`src/rtl/riscv_pkg.sv`:
```
// Shared fetch-side definitions: data width, fetch FSM states, NOP encoding and buffer entry layout.
package riscv_pkg;

   localparam int unsigned XLEN = 32;
   localparam logic [XLEN-1:0] NOP = 32'h0000_0013;

   typedef enum logic [0:0] {
      FETCH = 1'b0,
      FLUSH = 1'b1
   } fetch_state_e;

   typedef struct packed {
      logic [XLEN-1:0] pc;
      logic [XLEN-1:0] instr;
   } fetch_entry_t;

endpackage

```
`src/rtl/fetch_fifo.sv`:
```
// Two-entry instruction buffer with flush; a push in the flush cycle lands as the sole entry.
module fetch_fifo
   import riscv_pkg::*;
#(
   parameter int unsigned      WIDTH      = 2 * XLEN,
   parameter logic [WIDTH-1:0] RESET_DATA = '0
) (
   input  logic             clk,
   input  logic             rst,
   input  logic             push_i,
   input  logic             pop_i,
   input  logic             flush_i,
   input  logic [WIDTH-1:0] wdata_i,
   output logic [WIDTH-1:0] rdata_o,
   output logic             full_o,
   output logic             empty_o,
   output logic [1:0]       count_nxt_o
);

   logic [WIDTH-1:0] mem_q [2];
   logic [WIDTH-1:0] mem_d [2];
   logic             wr_ptr_q, wr_ptr_d;
   logic             rd_ptr_q, rd_ptr_d;
   logic [1:0]       count_q, count_d;
   logic             do_push, do_pop;

   assign full_o      = (count_q == 2'd2);
   assign empty_o     = (count_q == 2'd0);
   assign rdata_o     = mem_q[rd_ptr_q];
   assign count_nxt_o = count_d;

   always_comb begin
      mem_d    = mem_q;
      wr_ptr_d = wr_ptr_q;
      rd_ptr_d = rd_ptr_q;
      count_d  = count_q;
      do_push  = push_i & (~full_o | pop_i);
      do_pop   = pop_i & ~empty_o;
      if (flush_i) begin
         rd_ptr_d = 1'b0;
         wr_ptr_d = push_i;
         count_d  = {1'b0, push_i};
         if (push_i) begin
            mem_d[0] = wdata_i;
         end
      end else begin
         if (do_push) begin
            mem_d[wr_ptr_q] = wdata_i;
            wr_ptr_d        = ~wr_ptr_q;
         end
         if (do_pop) begin
            rd_ptr_d = ~rd_ptr_q;
         end
         count_d = 2'(count_q + {1'b0, do_push} - {1'b0, do_pop});
      end
   end

   always_ff @(posedge clk or posedge rst) begin
      if (rst) begin
         mem_q[0] <= RESET_DATA;
         mem_q[1] <= RESET_DATA;
         wr_ptr_q <= 1'b0;
         rd_ptr_q <= 1'b0;
         count_q  <= 2'd0;
      end else begin
         mem_q    <= mem_d;
         wr_ptr_q <= wr_ptr_d;
         rd_ptr_q <= rd_ptr_d;
         count_q  <= count_d;
      end
   end

endmodule

```
`src/rtl/instr_fetch.sv`:
```
// Instruction fetch: credit-limited requests, in-order response buffering, redirect flush.
// Optional IF_MISALIGN_CHECK_EN turns misaligned redirect targets into a flagged NOP and halts fetch.
module instr_fetch
   import riscv_pkg::*;
#(
   parameter logic [XLEN-1:0] RESET_PC = 32'h0000_0000
) (
   input  logic            clk,
   input  logic            rst,
   output logic            imem_req_valid,
   input  logic            imem_req_ready,
   output logic [XLEN-1:0] imem_req_addr,
   input  logic            imem_rsp_valid,
   input  logic [XLEN-1:0] imem_rsp_data,
   input  logic            redirect_valid,
   input  logic [XLEN-1:0] redirect_pc,
   output logic            if_valid,
   input  logic            if_ready,
   output logic [XLEN-1:0] if_instr,
   output logic [XLEN-1:0] if_pc
`ifdef IF_MISALIGN_CHECK_EN
   ,
   output logic            if_misaligned
`endif
);

   fetch_state_e    state_q, state_d;
   logic [XLEN-1:0] pc_q, pc_d;
   logic [1:0]      outst_q, outst_d;
   logic [1:0]      drop_q, drop_d;
   logic            req_valid_q, req_valid_d;
   logic [1:0]      occ_nxt;
   logic            accept, rsp_cnt;
   logic            fifo_push, fifo_pop, fifo_full, fifo_empty;
   logic            redirect_misal, fetch_halt_d;
   logic [XLEN-1:0] rsp_pc, redirect_tgt;
   fetch_entry_t    wr_entry, head;

   assign accept       = req_valid_q & imem_req_ready;
   assign rsp_cnt      = imem_rsp_valid & ((outst_q != 2'd0) | accept);
   // In FETCH every outstanding request is live and sequential, so the oldest one sits outst_q words back.
   assign rsp_pc       = pc_q - XLEN'({outst_q, 2'b00});
   assign redirect_tgt = redirect_pc & ~XLEN'(3);
   assign fifo_pop     = ~fifo_empty & if_ready;
   assign fifo_push    = (imem_rsp_valid & (state_q == FETCH) & ~redirect_valid & (~fifo_full | fifo_pop))
                         | redirect_misal;

   always_comb begin
      wr_entry.pc    = rsp_pc;
      wr_entry.instr = imem_rsp_data;
      if (redirect_misal) begin
         wr_entry.pc    = redirect_pc;
         wr_entry.instr = NOP;
      end
   end

`ifdef IF_MISALIGN_CHECK_EN
   logic halt_q, halt_d;

   assign redirect_misal = redirect_valid & (redirect_pc[1:0] != 2'b00);
   assign halt_d         = redirect_valid ? redirect_misal : halt_q;
   assign fetch_halt_d   = halt_d;
   assign if_misaligned  = halt_q & ~fifo_empty;

   always_ff @(posedge clk or posedge rst) begin
      if (rst) begin
         halt_q <= 1'b0;
      end else begin
         halt_q <= halt_d;
      end
   end
`else
   assign redirect_misal = 1'b0;
   assign fetch_halt_d   = 1'b0;
`endif

   fetch_fifo #(
      .WIDTH      (2 * XLEN),
      .RESET_DATA ({RESET_PC, {XLEN{1'b0}}})
   ) u_fifo (
      .clk         (clk),
      .rst         (rst),
      .push_i      (fifo_push),
      .pop_i       (fifo_pop),
      .flush_i     (redirect_valid),
      .wdata_i     (wr_entry),
      .rdata_o     (head),
      .full_o      (fifo_full),
      .empty_o     (fifo_empty),
      .count_nxt_o (occ_nxt)
   );

   // Next-state: PC, in-flight count, stale-response drop count, FETCH/FLUSH.
   always_comb begin
      state_d = state_q;
      pc_d    = pc_q;
      drop_d  = drop_q;
      outst_d = 2'(outst_q + {1'b0, accept} - {1'b0, rsp_cnt});
      unique case (state_q)
         FETCH: begin
            if (accept) begin
               pc_d = pc_q + XLEN'(4);
            end
            if (redirect_valid) begin
               pc_d    = redirect_tgt;
               drop_d  = outst_d;
               state_d = (outst_d != 2'd0) ? FLUSH : FETCH;
            end
         end
         FLUSH: begin
            if (rsp_cnt && (drop_q != 2'd0)) begin
               drop_d = drop_q - 2'd1;
            end
            if (redirect_valid) begin
               pc_d = redirect_tgt;
            end
            if (drop_d == 2'd0) begin
               state_d = FETCH;
            end
         end
         default: state_d = FETCH;
      endcase
      req_valid_d = (state_d == FETCH) & ~fetch_halt_d
                    & ((3'(occ_nxt) + 3'(outst_d)) < 3'd2);
   end

   always_ff @(posedge clk or posedge rst) begin
      if (rst) begin
         state_q     <= FETCH;
         pc_q        <= RESET_PC;
         outst_q     <= 2'd0;
         drop_q      <= 2'd0;
         req_valid_q <= 1'b0;
      end else begin
         state_q     <= state_d;
         pc_q        <= pc_d;
         outst_q     <= outst_d;
         drop_q      <= drop_d;
         req_valid_q <= req_valid_d;
      end
   end

   assign imem_req_valid = req_valid_q;
   assign imem_req_addr  = pc_q;
   assign if_valid       = ~fifo_empty;
   assign if_instr       = head.instr;
   assign if_pc          = head.pc;

endmodule

```
`config.mk`:
```
export PLATFORM = sky130hd
export DESIGN_NAME = instr_fetch
export DESIGN_NICKNAME = d
export VERILOG_FILES = /design/src/rtl/riscv_pkg.sv /design/src/rtl/fetch_fifo.sv /design/src/rtl/instr_fetch.sv
export SDC_FILE = /design/constraint.sdc
export NUM_CORES = 1
export LEC_CHECK = 0
export BUFFER_PORTS_ARGS = -buffer_cell sky130_fd_sc_hd__buf_2
export CAP_MARGIN = 20
export CORE_AREA = 8 8 138 140
export CTS_BUF_LIST = sky130_fd_sc_hd__clkbuf_4
export CTS_CLUSTER_SIZE = 16
export DETAILED_ROUTE_END_ITERATION = 12
export DIE_AREA = 0 0 146 148
export PLACE_DENSITY = 0.74
export SLEW_MARGIN = 40
export SYNTH_ARGS = -nofsm -noshare
export SYNTH_HDL_FRONTEND = slang
export SYNTH_SLANG_ARGS = --single-unit
```
`constraint.sdc`:
```
create_clock -name clk -period 6.5 [get_ports clk]
set_input_delay 1.3 -clock clk [delete_from_list [all_inputs] [get_ports clk]]
set_output_delay 1.3 -clock clk [all_outputs]
set_load 0.03 [all_outputs]
```
==> flow_metrics.env, run 1 <==
export IMPL_status="complete, no violations"
export IMPL_min_period_ns=3.72
export IMPL_max_freq_mhz=269
export IMPL_postSynthAreaPerCell_um2=11.1
export IMPL_maxCapViolations=0
export IMPL_hp_class="reg2reg"
export IMPL_rsz0062_at_grt="no"
export IMPL_r2r_start="imem_req_addr[2]"
export IMPL_drive_gt1_frac=0.396
export IMPL_clockBufferDepth=2
export IMPL_swShare=0.416
export IMPL_cts_root_buf="clkbuf_4"
export IMPL_rows=48
export IMPL_worstSetupPathType="reg2out"
export IMPL_routed_via_density=5.33
export IMPL_grt_total_usage=0.180
export IMPL_rr_worst_depth=8
export IMPL_nets=960
export IMPL_die_area_mm2=0.0216
export IMPL_synth_seq_cells=165
export IMPL_grt_pass1_wl_mm=31.6
export IMPL_wl_per_cell_um=16.9
export IMPL_start_util=0.490
export IMPL_num_vias=5956
export IMPL_p_leak_nw=4.23
export IMPL_drc_errors=0
export IMPL_required_ns=5.20
export IMPL_cts_num_sinks=165
export IMPL_clkPwrFrac=0.156
export IMPL_htree_levels=4
export IMPL_synth_edff_count=0
export IMPL_end_kind="primary output"
export IMPL_synthFlopType="dfrtp_1"
export IMPL_grt_pass1_vias=6259
export IMPL_path_max_fanout=40
export IMPL_syn_inst=751
export IMPL_yosysWarnings=0
export IMPL_worst_pin_slew_ns=0.731
export IMPL_die_h_um=148
export IMPL_dp_cells=1086
export IMPL_core_area_mm2=0.0169
export IMPL_tritoncts="built"
export IMPL_drtAntennaViolNets=0
export IMPL_slew_violations=0
export IMPL_hold_violations=0
export IMPL_ios=168
export IMPL_power_frac_comb=0.461
export IMPL_r2r_end="u_fifo.mem_q[56]"
export IMPL_area_delta_synth_final_pct=15.3
export IMPL_crit_end="if_instr[10]"
export IMPL_io_buffers=163
export IMPL_r2r_slack_ns=3.76
export IMPL_cp_startpoint="u_fifo.rd_ptr_q"
export IMPL_critPathLaunchType="flop"
export IMPL_fin_tns_setup_ns=0
export IMPL_ys_seq_area_frac=0.497
export IMPL_netlist_top_cells_area="dfrtp_1 50%, mux2_2 18%, xnor2_1 4.2%"
export IMPL_clk_pin_slew_ns=0.13
export IMPL_drtIter0Drc=244
export IMPL_async_flop_share=1.00
export IMPL_cts_hold_buf=0
export IMPL_antenna_found_initial=0
export IMPL_crit_arrival_ns=2.42
export IMPL_diodes=0
export IMPL_totalPowerFinal_mw=4.48
export IMPL_slew_limit_headroom=0.513
export IMPL_synth_area_mm2=0.00830
export IMPL_post_dp_hpwl_mm=13.2
export IMPL_clock_latency_ns=0.54
export IMPL_cts_setup_buffers=0
export IMPL_skew_ns=0.0222
export IMPL_cts_resized=0
export IMPL_wirelength_mm=18.9
export IMPL_grt_max_degree=97
export IMPL_period_share=0.572
export IMPL_p_int_mw=2.62
export IMPL_drt_pass1_iterations=4
export IMPL_yosys_area_top_type_share=0.497
export IMPL_setup_violations_final=0
export IMPL_yosysUniqueCellTypes=58
export IMPL_grt_overflow=0
export IMPL_synth_top_area_cell="dfrtp_1"
export IMPL_die_w_um=146
export IMPL_ir_worst_vdd_uv=225
export IMPL_instances_no_fill=1118
export IMPL_cts_buffers=17
export IMPL_p_sw_mw=1.86
export IMPL_globalplace_congestion=0.826
export IMPL_power_density_mw_per_mm2=468
export IMPL_seqPwrFrac=0.383
-- kinds of logic (layout without fill, tap and decap cells) --
logic type                 Yosys count  after routing  synth area share
DFF                                165            165             0.497
other                                1              2          0.000452
adders and majority gates           10             10            0.0169
muxes                              139            139             0.188
xor gates and xnor gates            49             49            0.0517
and+or+nand+nor                    209            209             0.137
buffers and inverters               79            220            0.0393
AOI/OAI and AO/OA                   99             99            0.0693
-- power by group through the flow --
| stage | registers (mW) | logic [mW] | clock network (mW) |
|---|---|---|---|
| 6_report | 1.72 | 2.06 | 0.697 |
| 5_1_grt | 1.78 | 2.23 | 0.761 |
| 4_1_cts | 1.72 | 2.10 | 0.722 |
| 3_5_place_dp | 1.74 | 2.09 | 0 |
| 3_3_place_gp | 1.72 | 2.05 | 0 |
| 2_1_floorplan | 1.65 | 1.60 | 0 |
-- worst min-delay path by stage --
stage / slack [ns] / end / start / depth (start not counted)
floorplan: 0.44 / u_fifo.mem_q[34] / u_fifo.mem_q[34] / 2
global placement: 0.46 / u_fifo.mem_q[51] / u_fifo.mem_q[51] / 2
detailed placement: 0.47 / u_fifo.mem_q[47] / u_fifo.mem_q[47] / 2
CTS: 0.50 / u_fifo.mem_q[47] / u_fifo.mem_q[47] / 2
global route: 0.51 / u_fifo.mem_q[57] / u_fifo.mem_q[57] / 2
finish: 0.49 / u_fifo.mem_q[38] / u_fifo.mem_q[38] / 2
-- registers in the layout, indices dropped and copies added, names as in the netlist --
register         count
u_fifo.wr_ptr_q      1
u_fifo.count_q       2
state_q              1
u_fifo.rd_ptr_q      1
drop_q               2
imem_req_addr       30
outst_q              2
imem_req_valid       1
u_fifo.mem_q       125
-- layer usage --
layer,GRT usage,routed length [um]
met1,0.239,8980
met2,0.279,8680
met3,0.0492,1010
met4,0.0572,218
met5,0,0
-- cells in the final DEF (no fill, tap or decap), types with 6 or more instances in the layout --
cell type	count
buf_2	162
nand2_1	60
ha_1	8
nor2_1	53
nor3_1	21
o21ai_0	32
dfrtp_1	164
nor2b_1	6
o21ai_1	10
inv_1	21
a21oi_1	30
mux2_2	134
nor4_2	7
nand3_1	9
clkbuf_4	18
nor4_1	9
xnor2_1	40
nand4_1	6
xor2_1	9
-- cell type report --
cell class,instances,area [um2]
fill,1487,7370
multi-input combinational,508,3870
clock inverter,14,206
clock buffer,18,135
inverter,22,90.1
sequential,165,4130
tap,225,282
timing repair buffer,166,848
-- Yosys cell counts, types with 2 or more instances --
master    number
nor3_1        21
xor2_1         9
nor4_1         9
a311oi_1       2
and2_1         4
o21ai_0       32
a211oi_1       5
fa_1           2
nand4_1        6
and3_1         4
a31o_2         2
a21oi_1       30
clkbuf_1      37
o22ai_1        4
mux2i_1        3
nor4b_2        3
dfrtp_1      165
nor3b_1        4
or3_1          3
a31oi_1        2
a221oi_1       5
buf_4          3
nor4_2         7
nand2_1       61
o21ai_1       10
buf_1          7
buf_2          9
xnor2_1       40
nand3_1        9
inv_1         22
nor2b_1        7
or2_2          3
mux2_1         2
mux2_2       134
nor2_1        53
ha_1           8
and4_1         3
-- critical path: stages, from the launching register on --
cell     delay [ns]
dfrtp_4        0.84
buf_4          0.45
mux2_2         0.40
buf_2          0.18
-- through the flow --
stage | setup WS (ns) | instance area (um2) | hold slack (ns) | utilization
floorplan | 0.738 | 8310 | 0.444 | -
global placement | 2.68 | 9200 | 0.455 | 0.543
detailed placement | 2.92 | 9230 | 0.466 | 0.545
CTS | 2.71 | 9570 | 0.496 | 0.565
global route | 2.63 | 9570 | 0.507 | 0.565
finish | 2.78 | 9570 | 0.491 | 0.565
Note: power is estimated with default switching activity, not from simulation.
==> run 2, diff against run 1 <==
==> constraint.sdc (replaced) <==
create_clock -name clk -period 3.8 [get_ports clk]
set_input_delay 0.76 -clock clk [delete_from_list [all_inputs] [get_ports clk]]
set_output_delay 0.76 -clock clk [all_outputs]
set_load 0.03 [all_outputs]
==> run 2 against run 1 <==
Worst hold slack worse by 0.27 ns. Critical path depth is the same. Largest power group unchanged. Clock power rose by 54%. Die area did not move. Critical endpoint is now if_pc[30].
==> flow_metrics.env, run 2 (synthesis gave the netlist of run 1 again) <==
export IMPL_max_freq_mhz=332
export IMPL_tritoncts="built"
export IMPL_cp_slowest_cell="dfrtp_2"
export IMPL_num_vias=5984
export IMPL_clockBufferDepth=2
export IMPL_cts_setup_buffers=0
export IMPL_drc_errors=0
export IMPL_maxCapViolations=0
export IMPL_setup_violations_final=0
export IMPL_skew_ns=0.0213
export IMPL_die_area_mm2=0.0216
export IMPL_wl_per_cell_um=16.9
export IMPL_postPlaceCellArea_mm2=0.00930
export IMPL_top_register="u_fifo.mem_q"
export IMPL_drive_gt1_frac=0.398
export IMPL_drt_pass1_iterations=5
export IMPL_cts_buffers=17
export IMPL_slew_limit_headroom=0.567
export IMPL_nets=964
export IMPL_antenna_found_initial=0
export IMPL_seqPwrFrac=0.385
export IMPL_io_buffers=163
export IMPL_drtAntennaViolNets=0
export IMPL_layout_setup_ws_ns=0.792
export IMPL_wirelength_mm=19.0
export IMPL_p_leak_nw=4.22
export IMPL_clock_latency_ns=0.55
export IMPL_ios=168
export IMPL_power_density_mw_per_mm2=787
export IMPL_core_area_mm2=0.0169
export IMPL_largest_register_ffs=125
export IMPL_critPathLaunchType="flop"
export IMPL_area_delta_synth_final_pct=15.6
export IMPL_diodes=0
export IMPL_hold_violations=0
export IMPL_p_int_mw=4.36
export IMPL_slew_violations=0
export IMPL_die_h_um=148
export IMPL_cts_resized=0
export IMPL_worstSetupPathType="reg2out"
export IMPL_crit_arrival_ns=2.25
export IMPL_period_share=0.792
export IMPL_cts_hold_buf=0
export IMPL_rows=48
export IMPL_grt_overflow=0
export IMPL_fin_tns_setup_ns=0
export IMPL_clk_pin_slew_ns=0.13
export IMPL_fin_area_mm2=0.00960
export IMPL_swShare=0.423
export IMPL_htree_levels=4
export IMPL_start_util=0.490
export IMPL_final_common_cell="dfrtp_1"
export IMPL_worst_pin_slew_ns=0.646
export IMPL_ir_worst_vdd_uv=408
export IMPL_clkPwrFrac=0.141
export IMPL_grt_max_degree=89
export IMPL_cts_root_buf="clkbuf_4"
export IMPL_power_frac_comb=0.473
export IMPL_hp_class="in2async"
export IMPL_grt_pass1_wl_mm=31.3
export IMPL_end_kind="primary output"
export IMPL_post_dp_hpwl_mm=13.5
export IMPL_status="complete, no violations"
export IMPL_path_max_fanout=43
export IMPL_dp_slack_ns=0.765
export IMPL_required_ns=3.04
export IMPL_grt_total_usage=0.178
export IMPL_globalplace_congestion=0.826
export IMPL_die_w_um=146
export IMPL_rsz0062_at_grt="no"
export IMPL_crit_chain="buf_12 -> mux2_2 -> buf_2"
export IMPL_drtIter0Drc=291
export IMPL_totalPowerFinal_mw=7.55
export IMPL_slowest_delay_ns=0.77
export IMPL_cts_num_sinks=165
export IMPL_final_cell_mix="164 x dfrtp_1, 163 x buf_2, 134 x mux2_2, 60 x nand2_1, 53 x nor2_1"
export IMPL_min_period_ns=3.01
export IMPL_rr_worst_depth=8
export IMPL_holdWs_ns=0.224
export IMPL_p_sw_mw=3.20
export IMPL_routed_via_density=5.33
export IMPL_grt_pass1_vias=6102
[run 2: cell types whose count changed in the layout (fill, tap and decap cells not counted), sizes merged]
cell      before  now
clkinv         7    5
clkinvlp       1    5
buf          166  170
bufinv         5    3
[run 2: power by group through the flow]
stage	Combinational (mW)	Sequential [mW]	Clock, mW
after floorplan	2.74	2.82	0
after global placement	3.56	2.91	0
after detailed placement	3.62	2.95	0
after CTS	3.63	2.91	1.10
after global routing	3.87	3.01	1.18
final	3.58	2.91	1.07
[run 2: critical path, delay by kind of cell, from the launching register on]
kind                   cells  cell delay (ns)
muxes                      1             0.39
DFF                        1             0.77
buffers and inverters      2             0.51
[run 2: final timing paths]
check | start | to | slack, ns
worst max-delay path | u_fifo.rd_ptr_q | if_pc[30] | 0.79
worst min-delay path | rst | u_fifo.mem_q[56] | 0.22
worst max register to register | imem_req_addr[2] | u_fifo.mem_q[120] | 1.06
worst min register to register | u_fifo.mem_q[47] | u_fifo.mem_q[47] | 0.49
max in group asynchronous | rst | u_fifo.rd_ptr_q | 2.64
min in group clk | redirect_pc[17] | imem_req_addr[17] | 0.40
[run 2: layout make-up]
type                       count  area (um2)
fill                        1515        7340
sequential                   165        4130
multi-input combinational    508        3870
timing repair buffer         170         931
tap                          225         282
clock inverter                14         159
clock buffer                  18         135
inverter                      22        86.3
[run 2: routing by layer]
layer / wire, um / global-route usage
met3: 974 / 0.0483
met1: 9000 / 0.242
met5: 0 / 0
met2: 8780 / 0.278
met4: 205 / 0.0469
[run 2: per-stage QoR]
step	std cells	utilization
final	1122	0.567
after global routing	1122	0.567
after CTS	1122	0.567
after detailed placement	1090	0.549
after global placement	1089	0.548
after floorplan	752	-
==> run 3, diff against run 2 <==
--- a/config.mk
+++ b/config.mk
@@ -5,14 +5,15 @@
 export SDC_FILE = /design/constraint.sdc
 export NUM_CORES = 1
 export LEC_CHECK = 0
+export ABC_AREA = 1
 export BUFFER_PORTS_ARGS = -buffer_cell sky130_fd_sc_hd__buf_2
 export CAP_MARGIN = 20
-export CORE_AREA = 8 8 138 140
+export CORE_AREA = 8 8 145 147
 export CTS_BUF_LIST = sky130_fd_sc_hd__clkbuf_4
 export CTS_CLUSTER_SIZE = 16
 export DETAILED_ROUTE_END_ITERATION = 12
-export DIE_AREA = 0 0 146 148
-export PLACE_DENSITY = 0.74
+export DIE_AREA = 0 0 153 155
+export PLACE_DENSITY = 0.76
 export SLEW_MARGIN = 40
 export SYNTH_ARGS = -nofsm -noshare
 export SYNTH_HDL_FRONTEND = slang
==> constraint.sdc (replaced) <==
create_clock -name clk -period 2.4 [get_ports clk]
set_input_delay 0.48 -clock clk [delete_from_list [all_inputs] [get_ports clk]]
set_output_delay 0.48 -clock clk [all_outputs]
set_load 0.03 [all_outputs]
==> run 3 against run 2 <==
Sequential cell count unchanged. Non-clock buffer count up 21. Clock skew up 0.0093 ns. Clock power up 46%. Critical path depth up 6. Critical path type is now reg2reg. Largest power group unchanged.
==> flow_metrics.env, run 3 <==
export IMPL_status="complete, no violations"
export IMPL_clock_latency_ns=0.57
export IMPL_grtUsageMet1=0.289
export IMPL_synth_top_area_cell="dfrtp_1"
export IMPL_grt_total_usage=0.217
export IMPL_power_density_mw_per_mm2=1160
export IMPL_netlist_top_cells_area="dfrtp_1 45%, nand2_1 23%, o21ai_0 6.5%"
export IMPL_die_h_um=155
export IMPL_io_buffers=163
export IMPL_rr_worst_depth=9
export IMPL_grt_overflow=0
export IMPL_p_leak_nw=5.42
export IMPL_nets=1543
export IMPL_synth_edff_count=0
export IMPL_end_kind="flop"
export IMPL_power_frac_comb=0.495
export IMPL_max_freq_mhz=436
export IMPL_top_register="u_fifo.mem_q"
export IMPL_ir_worst_vdd_uv=423
export IMPL_clockBufferDepth=2
export IMPL_crit_arrival_ns=2.80
export IMPL_start_util=0.482
export IMPL_synth_seq_cells=165
export IMPL_drtAntennaViolNets=0
export IMPL_drive_gt1_frac=0.170
export IMPL_grt_pass1_wl_mm=42.1
export IMPL_use_met3=0.0508
export IMPL_area_delta_synth_final_pct=15.0
export IMPL_globalplace_congestion=0.927
export IMPL_ys_seq_area_frac=0.452
export IMPL_core_area_mm2=0.0190
export IMPL_fin_tns_setup_ns=0
export IMPL_antenna_found_initial=1
export IMPL_critPathLaunchType="flop"
export IMPL_period_share=0.955
export IMPL_p_int_mw=6.27
export IMPL_synth_common_cells="551 x nand2_1, 165 x dfrtp_1, 143 x nor2_1, 118 x o21ai_0, 109 x inv_1"
export IMPL_swShare=0.487
export IMPL_rows=51
export IMPL_slew_violations=0
export IMPL_ios=168
export IMPL_drt_pass1_iterations=5
export IMPL_tritoncts="built"
export IMPL_async_flop_share=1.00
export IMPL_setup_violations_final=0
export IMPL_path_max_fanout=2
export IMPL_largest_register_ffs=125
export IMPL_synthFlopType="dfrtp_1"
export IMPL_seqPwrFrac=0.377
export IMPL_cts_hold_buf=0
export IMPL_htree_levels=4
export IMPL_clkPwrFrac=0.128
export IMPL_routed_via_density=5.13
export IMPL_yosysUniqueCellTypes=38
export IMPL_yosys_area_top_type_share=0.452
export IMPL_hp_class="in2async"
export IMPL_die_area_mm2=0.0237
export IMPL_use_met2=0.340
export IMPL_num_vias=8797
export IMPL_num_fill_cells=1829
export IMPL_clk_pin_slew_ns=0.14
export IMPL_post_dp_hpwl_mm=18.6
export IMPL_cts_num_sinks=165
export IMPL_synth_area_mm2=0.00914
export IMPL_final_common_cell="nand2_1"
export IMPL_grt_max_degree=104
export IMPL_drc_errors=0
export IMPL_slew_limit_headroom=0.625
export IMPL_worstSetupPathType="reg2reg"
export IMPL_grt_pass1_vias=8470
export IMPL_yosysWarnings=0
export IMPL_p_sw_mw=5.96
export IMPL_skew_ns=0.0305
export IMPL_cts_buffers=17
export IMPL_yosysMostFrequentCell="nand2_1"
export IMPL_worst_pin_slew_ns=0.562
export IMPL_min_period_ns=2.29
export IMPL_wl_per_cell_um=14.8
export IMPL_syn_inst=1318
export IMPL_wirelength_mm=25.3
export IMPL_required_ns=2.91
export IMPL_maxCapViolations=0
export IMPL_cts_root_buf="clkbuf_4"
export IMPL_holdWs_ns=0.0248
export IMPL_grt_most_used_layer="met2"
export IMPL_postSynthAreaPerCell_um2=6.93
export IMPL_die_w_um=153
export IMPL_drtIter0Drc=599
export IMPL_final_cell_mix="551 x nand2_1, 164 x dfrtp_1, 163 x buf_2, 140 x nor2_1, 117 x o21ai_0"
export IMPL_hold_violations=0
run 3: cell types whose count changed after synthesis, moves of 16 or more:
cell and change:
inv_1 +87, a21oi_1 -18, nand3_1 +51, nand2_1 +490, mux2_2 -134, o21ai_0 +86, nor2_1 +90, xnor2_1 -38
nor3_1 -16
run 3: power by group through the flow:
stage	clock network, mW	logic (mW)	registers (mW)
6_report	1.56	6.06	4.61
5_1_grt	1.75	6.71	4.73
4_1_cts	1.61	6.05	4.60
3_5_place_dp	0	6.02	4.66
3_3_place_gp	0	5.90	4.61
2_1_floorplan	0	4.14	4.60
run 3: per-layer routing:
layer | vias up | wire (um)
met5 | - | 0
met4 | 0 | 673
met3 | 50 | 1730
met2 | 330 | 11300
met1 | 4026 | 11600
li1 | 4391 | -
run 3: what timing repair did:
action	CTS	global route
resized for setup	4	7
setup endpoints to repair	3	8
pin swaps	0	4
buffers inserted	0	1
run 3: worst paths after layout:
kind / from / to / slack (ns)
setup / recovery: outst_q[1] / imem_req_valid / 0.11
hold / removal: rst / u_fifo.mem_q[89] / 0.02
setup reg to reg: outst_q[1] / imem_req_valid / 0.11
hold reg to reg: u_fifo.mem_q[21] / u_fifo.mem_q[21] / 0.49
max in group asynchronous: rst / u_fifo.mem_q[60] / 1.86
min in group clk: imem_rsp_data[9] / u_fifo.mem_q[9] / 0.12
run 3: kinds of logic after synthesis:
group                      count (synthesis)  synth area share
AOI/OAI and AO/OA                        153            0.0865
xor gates and xnor gates                  17            0.0163
adders and majority gates                 10            0.0153
buffers and inverters                    179            0.0819
DFF                                      165             0.452
other                                      1          0.000410
and+or+nand+nor                          793             0.348
run 3: area by class of cell:
class                   count  area (um2)  area share
multi-input cells         975        4280       0.408
clock inverters            14         128      0.0121
inverters                 113         428      0.0407
repair buffers            191        1100       0.105
diodes                      1        2.50    0.000238
clock buffers              18         135      0.0129
well taps                 238         298      0.0283
flip-flops and latches    165        4130       0.393
run 3: metrics by stage:
step	utilization	instance area, um2	cells	worst slack, ns	total power, mW
2_1_floorplan	-	9150	1319	-0.179	8.74
3_5_place_dp	0.539	10200	1681	-0.165	10.7
3_3_place_gp	0.539	10200	1681	-0.105	10.5
4_1_cts	0.553	10500	1713	0.00135	12.3
6_report	0.554	10500	1715	0.108	12.2
5_1_grt	0.554	10500	1715	-0.00250	13.2
run 3: worst max-delay path: stages, from the launching register on:
cell	delay, ns
dfrtp_1	0.41
nor2_2	0.13
a21boi_1	0.09
ha_1	0.28
inv_1	0.04
ha_1	0.29
and3_4	0.19
fa_1	0.47
or2_4	0.25
nor2_2	0.09
